<file path="src/rtl/start_fifo_srl_ctrl_if.sv">
// Handshake bundle of the SRL-backed show-ahead FIFO: producer write side and
// consumer read side.
interface start_fifo_srl_ctrl_if #(
   parameter int DATA_WIDTH = 1,
   parameter int ADDR_WIDTH = 1
);
   logic                  if_write_ce;
   logic                  if_write;
   logic [DATA_WIDTH-1:0] if_din;
   logic                  if_full_n;
   logic                  if_read_ce;
   logic                  if_read;
   logic [DATA_WIDTH-1:0] if_dout;
   logic                  if_empty_n;
   logic [ADDR_WIDTH:0]   if_num_data_valid;

   modport master (
      output if_write_ce, if_write, if_din, if_read_ce, if_read,
      input  if_full_n, if_dout, if_empty_n, if_num_data_valid
   );

   modport slave (
      input  if_write_ce, if_write, if_din, if_read_ce, if_read,
      output if_full_n, if_dout, if_empty_n, if_num_data_valid
   );
endinterface

</file>
<file path="src/rtl/start_fifo_srl_ctrl.sv">
// SRL sequencing controller with one show-ahead output register in front of the
// shift register; capacity DEPTH+1, write-to-read latency one cycle.
module start_fifo_srl_ctrl #(
   parameter int DATA_WIDTH = 1,
   parameter int ADDR_WIDTH = 1,
   parameter int DEPTH      = 2
) (
   input  logic                  clk,
   input  logic                  reset,
   start_fifo_srl_ctrl_if.slave  fifo,
   output logic                  srl_we,
   output logic [ADDR_WIDTH-1:0] srl_addr,
   output logic [DATA_WIDTH-1:0] srl_din,
   input  logic [DATA_WIDTH-1:0] srl_dout
);
   localparam int CW = ADDR_WIDTH + 1;
   localparam logic [CW-1:0] CNT_MAX = CW'(DEPTH);

   typedef enum logic [1:0] {EMPTY, HEAD, FILL, FULL} state_t;

   logic                  out_valid, out_valid_nx;
   logic [CW-1:0]         cnt, cnt_nx;
   logic [DATA_WIDTH-1:0] out_reg, out_nx;
   state_t                state;
   logic                  push, pop;

   always_ff @(posedge clk) begin
      if (reset) begin
         out_valid <= 1'b0;
         cnt       <= '0;
         out_reg   <= '0;
      end else begin
         out_valid <= out_valid_nx;
         cnt       <= cnt_nx;
         out_reg   <= out_nx;
      end
   end

   assign push = fifo.if_write & fifo.if_write_ce & fifo.if_full_n;
   assign pop  = fifo.if_read & fifo.if_read_ce & out_valid;

   always_comb begin
      state        = EMPTY;
      out_valid_nx = out_valid;
      cnt_nx       = cnt;
      out_nx       = out_reg;
      srl_we       = 1'b0;
      if (out_valid)
         state = (cnt == '0) ? HEAD : (cnt == CNT_MAX) ? FULL : FILL;
      case (state)
         EMPTY: if (push) begin
            out_valid_nx = 1'b1;
            out_nx       = fifo.if_din;
         end
         // Only the output register is occupied: a simultaneous push/pop
         // bypasses the SRL and lands straight in the output register.
         HEAD: begin
            if (pop && push)
               out_nx = fifo.if_din;
            else if (pop)
               out_valid_nx = 1'b0;
            else if (push) begin
               srl_we = 1'b1;
               cnt_nx = CW'(1);
            end
         end
         default: begin
            if (pop) out_nx = srl_dout;
            srl_we = push;
            cnt_nx = cnt + CW'(push) - CW'(pop);
         end
      endcase
   end

   assign srl_din                = fifo.if_din;
   assign srl_addr               = (cnt != '0) ? ADDR_WIDTH'(cnt - CW'(1)) : '0;
   assign fifo.if_full_n         = (cnt != CNT_MAX);
   assign fifo.if_empty_n        = out_valid;
   assign fifo.if_dout           = out_reg;
   assign fifo.if_num_data_valid = cnt + CW'(out_valid);
endmodule

</file>
<file path="src/flat_wrapper.sv">
// flat-port wrapper written by rule: the top's interface ports become plain ports
module start_fifo_srl_ctrl_flat 
#(
   parameter int DATA_WIDTH = 1,
   parameter int ADDR_WIDTH = 1,
   parameter int DEPTH      = 2
)
  (clk, reset, srl_we, srl_addr, srl_din, srl_dout, fifo_if_write_ce, fifo_if_write, fifo_if_din, fifo_if_read_ce, fifo_if_read, fifo_if_full_n, fifo_if_dout, fifo_if_empty_n, fifo_if_num_data_valid);
  start_fifo_srl_ctrl_if #(.DATA_WIDTH(DATA_WIDTH), .ADDR_WIDTH(ADDR_WIDTH)) fifo_i ();
  input  logic clk;
  input  logic reset;
  output logic srl_we;
  output logic [ADDR_WIDTH-1:0] srl_addr;
  output logic [DATA_WIDTH-1:0] srl_din;
  input  logic [DATA_WIDTH-1:0] srl_dout;
  input wire logic [$bits(fifo_i.if_write_ce)-1:0] fifo_if_write_ce;
  input wire logic [$bits(fifo_i.if_write)-1:0] fifo_if_write;
  input wire logic [$bits(fifo_i.if_din)-1:0] fifo_if_din;
  input wire logic [$bits(fifo_i.if_read_ce)-1:0] fifo_if_read_ce;
  input wire logic [$bits(fifo_i.if_read)-1:0] fifo_if_read;
  output wire logic [$bits(fifo_i.if_full_n)-1:0] fifo_if_full_n;
  output wire logic [$bits(fifo_i.if_dout)-1:0] fifo_if_dout;
  output wire logic [$bits(fifo_i.if_empty_n)-1:0] fifo_if_empty_n;
  output wire logic [$bits(fifo_i.if_num_data_valid)-1:0] fifo_if_num_data_valid;
  assign fifo_i.if_write_ce = fifo_if_write_ce;
  assign fifo_i.if_write = fifo_if_write;
  assign fifo_i.if_din = fifo_if_din;
  assign fifo_i.if_read_ce = fifo_if_read_ce;
  assign fifo_i.if_read = fifo_if_read;
  assign fifo_if_full_n = fifo_i.if_full_n;
  assign fifo_if_dout = fifo_i.if_dout;
  assign fifo_if_empty_n = fifo_i.if_empty_n;
  assign fifo_if_num_data_valid = fifo_i.if_num_data_valid;
  start_fifo_srl_ctrl #(.DATA_WIDTH(DATA_WIDTH), .ADDR_WIDTH(ADDR_WIDTH), .DEPTH(DEPTH)) u_core (.clk(clk), .reset(reset), .fifo(fifo_i), .srl_we(srl_we), .srl_addr(srl_addr), .srl_din(srl_din), .srl_dout(srl_dout));
endmodule
</file>
<file path="config.mk">
export PLATFORM = sky130hd
export DESIGN_NAME = start_fifo_srl_ctrl_flat
export DESIGN_NICKNAME = d
export VERILOG_FILES = /design/src/rtl/start_fifo_srl_ctrl_if.sv /design/src/rtl/start_fifo_srl_ctrl.sv /design/src/flat_wrapper.sv
export SDC_FILE = /design/constraint.sdc
export NUM_CORES = 1
export LEC_CHECK = 0
export BUFFER_PORTS_ARGS = -buffer_cell sky130_fd_sc_hd__buf_4
export CAP_MARGIN = 20
export CORE_AREA = 4 4 41 43
export CTS_CLUSTER_DIAMETER = 100
export DETAILED_ROUTE_END_ITERATION = 8
export DIE_AREA = 0 0 45 47
export SETUP_SLACK_MARGIN = 0.4
export SYNTH_ARGS = -nofsm -noshare
export SYNTH_HDL_FRONTEND = slang
export SYNTH_SLANG_ARGS = --single-unit
</file>
<file path="constraint.sdc">
create_clock -name clk -period 1.8 [get_ports clk]
set_input_delay 0.45 -clock clk [delete_from_list [all_inputs] [get_ports clk]]
set_output_delay 0.45 -clock clk [all_outputs]
set_load 0.02 [all_outputs]
</file>
==> After elaboration in Yosys (flattened, before gate mapping) <==
Index checks and enable logic that the tools add are counted.
{ "op_classes": {"addsub": 4, "n_mul": 0, "div_mod_pow": 0, "order_cmp": 0, "eq_ne": 9, "shifts": 0, "mux": 20, "bitwise_logic": 5, "reduce_logical": 9} }
{ "op_table": {"columns": ["cell", "count"], "rows": [
  ["1-bit 2-to-1 mux", 11],
  ["2-bit 2-to-1 mux", 5],
  ["2-bit by 1-bit inequality test with 1-bit output (second input constant)", 4],
  ["4-bit AND reduction", 2],
  ["2-bit inequality test (second input constant)", 3],
  ["1-bit one-hot mux with 2 select lines", 3],
  ["2-bit by 1-bit adder with 2-bit output", 2],
  ["1-bit bitwise AND", 4],
  ["2-bit zero test", 2],
  ["2-bit one-hot mux with 2 select lines", 1],
  ["2-bit nonzero test", 2],
  ["3-bit AND reduction", 1],
  ["3-bit nonzero test", 1],
  ["2-bit by 1-bit == test with 1-bit output (second input constant)", 1],
  ["2-bit == test (second input constant)", 1],
  ["2-bit by 1-bit subtractor with 2-bit output", 1],
  ["1-bit logical AND", 1],
  ["1-bit NOT", 1],
  ["1-bit subtractor (second input constant)", 1]
]} }
{ "totals": {"ff_bits": 4, "latch_bits": 0, "mem_bits_rw": 0, "romBits": 0, "inputBits": 8, "out_inout_bits": 8, "wordCells": 50, "mem_count": 0} }

==> Depth between registers and ports, before layout <==
{ "logic_depth": {"depth_word": 7, "ltp_mapped": 8, "depth_no_buf": 8} }

==> Worst setup path after synthesis <==
Ideal clock, no wire load.
{ "synth_path": {"path_type": "register -> register", "from": "register u_core.out_valid (netlist: u_core.fifo.if_empty_n)", "to": "register u_core.cnt[1]", "setup_ns": 0.122, "t_arrival_ns": 1.604, "required_ns": 1.678, "setup_slack_ns": 0.073, "stages_incl_launch_ff": 8, "n_path_buf": 0, "synth_period_minus_slack_ns": 1.727, "cell_sequence": "dfxtp_1 -> and3_1 -> ha_1 -> inv_1 -> ha_1 -> xor2_1 -> mux2i_1 -> a211oi_1"} }
{ "synth_via": {"elab_chain_len": 4, "elab_cells_between_ends": 12, "classes_between": "1 x add/sub; 4 x eq/ne; 2 x mux; 2 x bitwise; 3 x reduce/logical"} }
{ "synth_rtl": {"columns": ["item", "line", "rtl"], "rows": [
  ["start, declared", "start_fifo_srl_ctrl.sv:21", "logic out_valid, out_valid_nx;"],
  ["start signal, assigned", "start_fifo_srl_ctrl.sv:33", "out_valid <= out_valid_nx;"],
  ["2-bit 2-to-1 mux or 1-bit bitwise AND (tied branches)", "start_fifo_srl_ctrl.sv:48, start_fifo_srl_ctrl.sv:40", null],
  ["2-bit by 1-bit == test with 1-bit output (tied with other cells)", "start_fifo_srl_ctrl.sv:50", "case (state)"],
  ["2-bit by 1-bit inequality test with 1-bit output (no source line) (tied with other cells)", null, null],
  ["4-bit AND reduction (no source line)", null, null],
  ["end signal, assigned", "start_fifo_srl_ctrl.sv:34", "cnt <= cnt_nx;"],
  ["end, declared", "start_fifo_srl_ctrl.sv:22", "logic [CW-1:0] cnt, cnt_nx;"]
]} }
Parallel ways exist; a longest one is shown, timed or not.
A chain may end at the register's enable or synchronous reset.

==> Worst setup path after layout <==
{ "layout_path": {"from": "register u_core.cnt[0]", "to": "output port srl_we"} }
{ "layout_via": {"elab_chain_len": 6, "elab_cells_between_ends": 14, "classes_between": "3 x eq/ne; 7 x mux; 1 x bitwise; 3 x reduce/logical"} }
{ "layout_rtl": {"columns": ["item", "line", "rtl"], "rows": [
  ["2-bit == test or 2-bit inequality test (tied branches)", "start_fifo_srl_ctrl.sv:49, start_fifo_srl_ctrl.sv:77", null],
  ["1-bit 2-to-1 mux or 1-bit bitwise AND (tied branches)", "start_fifo_srl_ctrl.sv:49, start_fifo_srl_ctrl.sv:39", null],
  ["2-bit 2-to-1 mux or 1-bit 2-to-1 mux (tied branches)", "start_fifo_srl_ctrl.sv:49, start_fifo_srl_ctrl.sv:62", null],
  ["2-bit 2-to-1 mux or 1-bit 2-to-1 mux (tied branches)", "start_fifo_srl_ctrl.sv:48, start_fifo_srl_ctrl.sv:60", null],
  ["2-bit by 1-bit == test with 1-bit output (tied with other cells)", "start_fifo_srl_ctrl.sv:50", null],
  ["1-bit one-hot mux with 2 select lines *", "start_fifo_srl_ctrl.sv:50", null],
  ["end, declared", "flat_wrapper.sv:12", "output logic srl_we;"]
]} }
Every way passes the cells marked *; elsewhere a longest branch is shown, timed or not.

==> metrics.csv <==
stage,metric,value,unit
routing,met2 WL,462,um
worst_setup_path,flop-to-flop setup slack,0.27,ns
pwr,Lkg Pwr,0.000309,uW
final_layout,synth-to-layout area growth,85.5,%
routing,TritonRoute pass-1 iters,4,
placement,Area after DPL,536,sq um
routing,Met3 Routed Length,83,um
clock_tree,clk sinks,4,
timing,Max Clock Skew,0.00140,ns
routing,First DRT Iteration DRCs,8,
grt,largest net degree at the start of global routing,6,
clock_tree,# H-tree levels,1,
logic_synthesis,ys async rst share,0,%
timing,Period minus WS final,1.59,ns
flow_run,max-cap violation count,0,
routing,drt wl/cell,11.3,um
die,row cnt,13,
routing,final antenna-violating net count,0,
worst_setup_path,Setup CP Type,register to output port,
final_layout,Inserted Diodes,0,
die,Die Ht,47,um
logic_synthesis,post-synthesis instance total,40,
worst_setup_path,CP arrival,1.14,ns
worst_setup_path,critical-path maximum fanout,4,
logic_synthesis,Synth Warn #,0,
clock_tree,Root Buffer,clkbuf_4,
routing,top sig layer,met3,
grt,first-pass GRT wire length,1620,um
timing,Fin Setup TNS,0,ns
timing,fmax,0.629,GHz
timing,slew of the pin with the lowest slew margin,0.174,ns
final_layout,nets,79,
final_layout,fillers,133,
routing,# DRC,0,
clock_tree,"Clk Latency, worst-skew pair",0.23,ns
worst_setup_path,CP Buf/Inv Count,3,
clock_tree,"Reg clk slew, reported paths",0.04,ns
clock_tree,hold_buf cts,0,
die,die area,2120,sq um
pwr,P per Cell Area,428,nW/um^2
logic_synthesis,synthesized area per cell,8.82,sq um
routing,final wirelength,914,um
grt,vias in the first global route,366,
grt,overall routing resource usage,10.4,%
clock_tree,CTS Buffer Depth,2,
logic_synthesis,Yosys reg bits,4,
routing,Via density,4.70,
pwr,Max VDD drop,0.000490,V
timing,slew margin rel.,88.3,%
logic_synthesis,post-synthesis cell area,353,sq um
timing,endpoints failing hold,0,
routing,Post-Route M1 WL,367,um
logic_synthesis,"Seq/Total Area, Yosys",22.7,%
logic_synthesis,"Top FF cell, synth",dfxtp_1,
die,Die W,45,um
timing,RSZ-0062 raised after global routing,yes,
logic_synthesis,post-synth cell types,23,
hold_path,type of the most critical hold path,input port to register,
final_layout,share of cells above drive strength 1,72.7,%
grt,GRT overflow,0,
worst_setup_path,Critical Path RT,1.35,ns
worst_setup_path,Crit path max-delay family,flip-flops,
placement,hpwl dp,629,um
placement,gpl congestion,0.732,
timing,endpoints failing setup,0,
logic_synthesis,Syn Nets,51,
worst_setup_path,worst-path cell with the longest stage delay,dfxtp_4,
die,num ports,16,
placement,Port-buffer cells,15,
grt,initial antenna violation count,0,
status,status,finished clean,
worst_setup_path,CP Launch Type,register,
timing,Final Slew Violations,0,
timing,fin crit share,88.4,%
worst_setup_path,CP endpoint kind,output port,
worst_setup_path,Crit path largest cell delay,0.37,ns
clock_tree,clock buffer count from CTS,3,
logic_synthesis,"EDFF count, synth",0,
final_layout,Final Cell Area,654,sq um
routing,total number of vias,381,
worst_setup_path,CP cell instances,inv_4 -> nand2_4 -> inv_6 -> nor2_4 -> o311a_4 -> buf_6,
die,Core Area,1300,sq um
clock_tree,CTS tree,built,
die,Initial Utilization,27.1,%
==> flip-flops by register name, indices dropped and copies added, names as in the netlist <==
register	flops
u_core.fifo.if_dout	1
u_core.cnt	2
u_core.fifo.if_empty_n	1
==> per-layer routing <==
| metal | track usage, % | up-vias |
|---|---|---|
| met5 | 0 | - |
| met4 | 0 | 0 |
| met3 | 4.98 | 0 |
| met2 | 18.4 | 15 |
| met1 | 12.3 | 169 |
| li1 | - | 197 |
==> where the power goes <==
group,internal [uW],leakage (uW),switching (uW),total [uW]
Sequential,88.9,0.0000348,3.60,92.5
Clock,74.5,0.0000138,35.1,110
Combinational,41.9,0.000261,36.3,78.2
Total,205,0.000309,74.9,280
==> cell usage after synthesis (2+ instances only) <==
cell     n  area share (%)
a21oi_1  3             4.3
dfxtp_1  4              23
ha_1     3              11
mux2i_1  2             5.7
nand2_1  5             5.3
nor2_1   4             4.3
o311a_2  2             6.4
xor2_1   2             5.0
==> worst reg2reg max path: stages, from the launching register on <==
cell	delay, ns
dfxtp_4	0.37
inv_4	0.04
buf_4	0.13
ha_4	0.25
inv_2	0.04
ha_4	0.15
xor2_2	0.14
mux2i_1	0.12
a211oi_1	0.19
==> area by class of cell <==
cell class | instances | area [sq um] | share of cell area (%)
Tap cell | 15 | 18.8 | 2.87
Timing Repair Buffer | 25 | 203 | 31.0
Inverter | 3 | 18.8 | 2.87
Sequential cell | 4 | 91.3 | 14.0
Multi-Input combinational cell | 31 | 300 | 45.9
Clock buffer | 3 | 22.5 | 3.44
==> logic make-up (layout without fill, tap and decap cells) <==
logic type | Yosys count | in the layout | share of synthesized area, %
mux | 2 | 2 | 5.67
flops | 4 | 4 | 22.7
simple gates | 13 | 13 | 19.9
fa+ha+maj | 3 | 3 | 10.6
xor+xnor | 2 | 2 | 4.97
buf+inv | 5 | 31 | 9.22
compound gates | 11 | 11 | 27.0
==> layout by cell type, fill, tap and decap left out, drive strengths merged, types with 2 or more instances in the layout <==
cell    netlist  routed
a21oi         3       3
buf           2      25
clkbuf        0       3
dfxtp         4       4
ha            3       3
inv           3       3
mux2i         2       2
nand2         6       6
nor2          4       4
o311a         2       2
xor2          2       2
==> worst paths after layout <==
| check | startpoint | to | cells past startpoint |
|---|---|---|---|
| min reg2reg | u_core.fifo.if_dout | u_core.fifo.if_dout | 2 |
| min | reset | u_core.fifo.if_empty_n | 2 |
| max | u_core.cnt[0] | srl_we | 6 |
| max reg2reg | u_core.cnt[0] | u_core.cnt[1] | 8 |
==> through the flow <==
| stage | total power (uW) | instances | hold slack, ns | util [%] | setup slack [ns] |
|---|---|---|---|---|---|
| after floorplan | 136 | 40 | 0.509 | - | 0.216 |
| after global placement | 161 | 69 | 0.557 | 41.2 | 0.0425 |
| after detailed placement | 162 | 69 | 0.554 | 41.2 | 0.0398 |
| after CTS | 284 | 80 | 0.395 | 49.7 | 0.192 |
| after global routing | 298 | 81 | 0.400 | 50.3 | 0.163 |
| final | 280 | 81 | 0.399 | 50.3 | 0.209 |
==> what timing repair did <==
| action | 4_1_cts | 5_1_grt |
|---|---|---|
| gates resized for setup | 8 | 0 |
| buffers inserted | 8 | 1 |
| pin swaps | 3 | 2 |
| endpoints found under the setup margin | 6 | 7 |
Power figures use the tool's default switching activity.
